$ cat src/rtl/count_seq_pkg.sv
// Shared types and default widths for the counter sequencer.
package count_seq_pkg;

  localparam int DEF_WRAP_WIDTH = 8;
  localparam int DEF_GAP_WIDTH  = 4;

  typedef enum logic [1:0] {
    SEQ_IDLE,
    SEQ_ENABLE,
    SEQ_GAP,
    SEQ_DONE
  } seq_state_e;

endpackage

$ cat src/rtl/count_sequencer.sv
// Drives a downstream counter's enable for a programmed number of wraps,
// with an optional idle gap after every enable cycle, then pulses done.
module count_sequencer
  import count_seq_pkg::*;
#(
  parameter int WRAP_WIDTH = DEF_WRAP_WIDTH,
  parameter int GAP_WIDTH  = DEF_GAP_WIDTH
) (
  input  logic                  clk,
  input  logic                  rst_n,
  input  logic                  start,
  input  logic                  abort,
  input  logic [WRAP_WIDTH-1:0] num_wraps,
  input  logic [GAP_WIDTH-1:0]  gap,
  input  logic                  carryout,
  output logic                  enb,
  output logic                  busy,
  output logic                  done,
  output logic [WRAP_WIDTH-1:0] wrap_count,
  output seq_state_e            dbg_state
);

  // Handshake: start is a request taken only in IDLE (ignored otherwise);
  // abort is a stop request honoured only while busy and beats any carry.
  seq_state_e            r_state;
  seq_state_e            w_next_state;
  logic [WRAP_WIDTH-1:0] r_num_wraps_q;
  logic [GAP_WIDTH-1:0]  r_gap_q;
  logic [GAP_WIDTH-1:0]  r_gap_cnt;
  logic [WRAP_WIDTH-1:0] r_wrap_count;
  logic                  w_enb;
  logic                  w_busy;
  logic                  w_done;
  logic                  w_start_ok;
  logic                  w_wrap_hit;
  logic [WRAP_WIDTH-1:0] w_wrap_inc;

  assign w_start_ok = (r_state == SEQ_IDLE) && start;
  assign w_wrap_hit = w_enb && carryout;
  assign w_wrap_inc = r_wrap_count + WRAP_WIDTH'(1);

  always_comb begin
    w_next_state = r_state;
    w_enb        = 1'b0;
    w_busy       = 1'b0;
    w_done       = 1'b0;
    case (r_state)
      SEQ_IDLE: begin
        if (start) begin
          w_next_state = (num_wraps == '0) ? SEQ_DONE : SEQ_ENABLE;
        end
      end
      SEQ_ENABLE: begin
        w_busy = 1'b1;
        w_enb  = ~abort;
        if (abort) begin
          w_next_state = SEQ_IDLE;
        end else if (carryout && (w_wrap_inc == r_num_wraps_q)) begin
          w_next_state = SEQ_DONE;
        end else if (r_gap_q != '0) begin
          w_next_state = SEQ_GAP;
        end
      end
      SEQ_GAP: begin
        w_busy = 1'b1;
        if (abort) begin
          w_next_state = SEQ_IDLE;
        end else if (r_gap_cnt == GAP_WIDTH'(1)) begin
          w_next_state = SEQ_ENABLE;
        end
      end
      SEQ_DONE: begin
        w_done       = 1'b1;
        w_next_state = SEQ_IDLE;
      end
      default: w_next_state = SEQ_IDLE;
    endcase
  end

  always_ff @(posedge clk) begin
    if (!rst_n) begin
      r_state <= SEQ_IDLE;
    end else begin
      r_state <= w_next_state;
    end
  end

  always_ff @(posedge clk) begin
    if (!rst_n) begin
      r_num_wraps_q <= '0;
      r_gap_q       <= '0;
    end else if (w_start_ok) begin
      r_num_wraps_q <= num_wraps;
      r_gap_q       <= gap;
    end
  end

  // Loaded on each ENABLE->GAP hop so every gap lasts exactly r_gap_q cycles.
  always_ff @(posedge clk) begin
    if (!rst_n) begin
      r_gap_cnt <= '0;
    end else if ((r_state == SEQ_ENABLE) && (w_next_state == SEQ_GAP)) begin
      r_gap_cnt <= r_gap_q;
    end else if (r_state == SEQ_GAP) begin
      r_gap_cnt <= r_gap_cnt - GAP_WIDTH'(1);
    end
  end

  always_ff @(posedge clk) begin
    if (!rst_n) begin
      r_wrap_count <= '0;
    end else if (w_start_ok) begin
      r_wrap_count <= '0;
    end else if (w_wrap_hit) begin
      r_wrap_count <= w_wrap_inc;
    end
  end

  assign enb        = w_enb;
  assign busy       = w_busy;
  assign done       = w_done;
  assign wrap_count = r_wrap_count;
  assign dbg_state  = r_state;

endmodule

$ cat config.mk
export PLATFORM = sky130hd
export DESIGN_NAME = count_sequencer
export DESIGN_NICKNAME = d
export VERILOG_FILES = /design/src/rtl/count_seq_pkg.sv /design/src/rtl/count_sequencer.sv
export SDC_FILE = /design/constraint.sdc
export NUM_CORES = 1
export LEC_CHECK = 0
export CORE_ASPECT_RATIO = 0.8
export CORE_MARGIN = 2
export CORE_UTILIZATION = 54
export CTS_BUF_LIST = sky130_fd_sc_hd__clkbuf_8
export DETAILED_ROUTE_END_ITERATION = 10
export PLACE_DENSITY = 0.94
export SYNTH_ARGS = -nofsm -noshare
export SYNTH_HDL_FRONTEND = slang
export SYNTH_SLANG_ARGS = --single-unit
$ cat constraint.sdc
create_clock -name clk -period 5.6 [get_ports clk]
set_clock_uncertainty 0.2 [all_clocks]
set_input_delay 1.4 -clock clk [delete_from_list [all_inputs] [get_ports clk]]
set_output_delay 1.4 -clock clk [all_outputs]
set_load 0.01 [all_outputs]
==> run metrics <==
Slew Viols, Final 0; Post-synth top cells nand2_1, dfxtp_1, a21oi_1, o21ai_0, xnor2_1; Post-Synthesis Cell Area 1529 sq um; initial antenna violation count 0; #FFs+latches synth 26; CP peak stage delay slightly above 0.6 ns; crit path capture type output port; Worst path slowest cell clkdlybuf4s50_1; Initial DRT Pass Iterations 4; CTS tree built; most used cell, CP clkdlybuf4s50_1; Place WS approximately 1.2 ns; Fin. Hold Viols 0; FILL cells 235; CTS Root Cell clkbuf_8; DRT antenna net count 0; Rows 17; multi-input logic area 947.2 sq um; DR WL/cell 13.32 um; Post-synth EDFFs 0; MaxCap Viol Count 0; post-cts gate resize count 0; Core ar. 2723 sq um; endpoints failing setup 0; Layout area overhead 24.47%; Yosys warning total 0; Post-Layout Inst Area 1903 sq um; Net Count, Synth 218; setup bufs post-CTS 0; top_reg_cell synth dfxtp_1; Least-Margin Pin Slew 0.4964 ns; Slew headroom 0.6660; Leakage Power 0.6984 nW; share of layout cells above drive strength 1 0.04110; vias in the first global route approximately 1300; largest area contributor in the netlist dfxtp_1; Yosys top cell area share 0.3404; gpl congestion a little under 0.9; global-route wire length before repair 5775 um; Tmin final around 4.4 ns; P per Cell Area 379.6 nW/um^2; outcome complete, no violations; Worst EP required 4.00 ns; clk slew on worst S/H paths 0.09 ns; final worst slack 1.165 ns; cell breakdown of the critical path clkdlybuf4s50_1 > nor2b_1 > clkdlybuf4s50_1; fmax 225.5 MHz; synth unique cells 40; ranking of synthesized cells by area dfxtp_1, nand2_1, ha_1; clk sinks 26; Max VDD drop 208.3 uV; Tot Pwr roughly 0.72 mW; RSZ-0062 raised after global routing no; Synth Area per Inst 7.922 sq um; final core occ 0.6990; Setup TNS Final 0 ns; Global Route Usage Sum 0.2296; largest net degree at the start of global routing 16; port bufs 29; DP Wirelength approximately 2500 um; sequential area share after synthesis 0.3404; IO Count 30; DP Area 1832 sq um; Die Wd 63.49 um; most common cell in the synthesized netlist nand2_1; CP Max Fanout 6; Num CTS Buffers 3; die height ~52 um; H-tree depth 1; Mapped Cells 193; drt drc 0; Final period util 0.7920; Final nets 245; asr flop ratio synth 0; min-delay worst type reg -> reg; DRT iter0 DRCs 85; via count about 1500; register area 520.5 sq um; arrival time worst endpoint 2.84 ns; clk buf depth 2; Ant. Diodes 0; Post-CTS Hold Buffers 0; Starting Density 0.5616; DRT Wirelength about 3400 um; die area 3276 sq um; GRT overflow 0; type of origin of the critical path input port; Skew-Pair Late Insertion Delay 0.28 ns; via density per instance around 5.7; CP Class in -> out
==> cell families after synthesis <==
group                    after synthesis  synth area share
buffers and inverters                 14           0.04010
multiplexers                           2           0.01309
XOR/XNOR                              14           0.08020
AND/OR/NAND/NOR                       87            0.2766
flip-flops                            26            0.3404
AO/OA/AOI/OAI                         42            0.1841
adder cells (fa/ha/maj)                8           0.06547
==> layer usage <==
metal  vias up  part of all wire  global-route usage  wire length [um]
li1        723                 -                   -                 -
met1       679              0.45              0.2905              1552
met2        43              0.47              0.3789              1624
met3         9             0.051             0.04762               173
met4         0             0.021              0.1087                72
met5         -                 0                   0                 0
==> area by class of cell <==
type,count,area share
sequential,26,0.2735
clock inverter,1,0.01578
inverter,7,0.01381
timing repair buffer,29,0.1525
clock buffer,3,0.02170
multi-input combinational,153,0.4977
tap,38,0.02498
==> cells in the final DEF, fill, tap and decap left out, types with 2 or more instances in the layout <==
cell / n
nand2b_1: 2
nor3_1: 2
nand2_1: 43
a21oi_1: 19
nand3_1: 7
nor2_1: 7
clkdlybuf4s50_1: 29
xor2_1: 5
or3_1: 5
mux2i_1: 2
o211a_1: 2
nand4_1: 2
and2_1: 3
a211oi_1: 3
inv_1: 7
xnor2_1: 9
dfxtp_1: 26
ha_1: 8
nor2b_1: 4
nor4_1: 4
o21ai_0: 9
clkbuf_8: 3
==> state kept, by name, indices dropped and copies added, names as in the netlist <==
name and count:
dbg_state 2, r_num_wraps_q 8, wrap_count 8, r_gap_cnt 4, r_gap_q 4
==> worst max-delay path: cells and delay by family <==
kind	cells	cell delay [ns]
AND/OR/NAND/NOR	1	0.36
buffers and inverters	2	1.07
==> where the power goes <==
group | switching, mW | internal (mW) | leakage, nW
combinational | 0.168 | 0.141 | 0.451
clock | 0.0623 | 0.0958 | 0.0357
sequential | 0.0358 | 0.219 | 0.212
==> per-stage QoR <==
stage | cells | hold WS (ns)
2_1_floorplan | 193 | 0.2478
3_3_place_gp | 253 | 0.2614
3_5_place_dp | 253 | 0.2623
4_1_cts | 257 | 0.2759
5_1_grt | 257 | 0.2944
6_report | 257 | 0.2744
==> final timing paths <==
| path | start | endpoint | slack, ns | cells after the start |
|---|---|---|---|---|
| setup / recovery | abort | enb | 1.16 | 3 |
| hold / removal | r_num_wraps_q[0] | r_num_wraps_q[0] | 0.27 | 2 |
| setup reg to reg | wrap_count[0] | r_gap_cnt[1] | 2.54 | 9 |
| hold reg to reg | r_num_wraps_q[0] | r_num_wraps_q[0] | 0.27 | 2 |
Power figures use the tool's default switching activity.
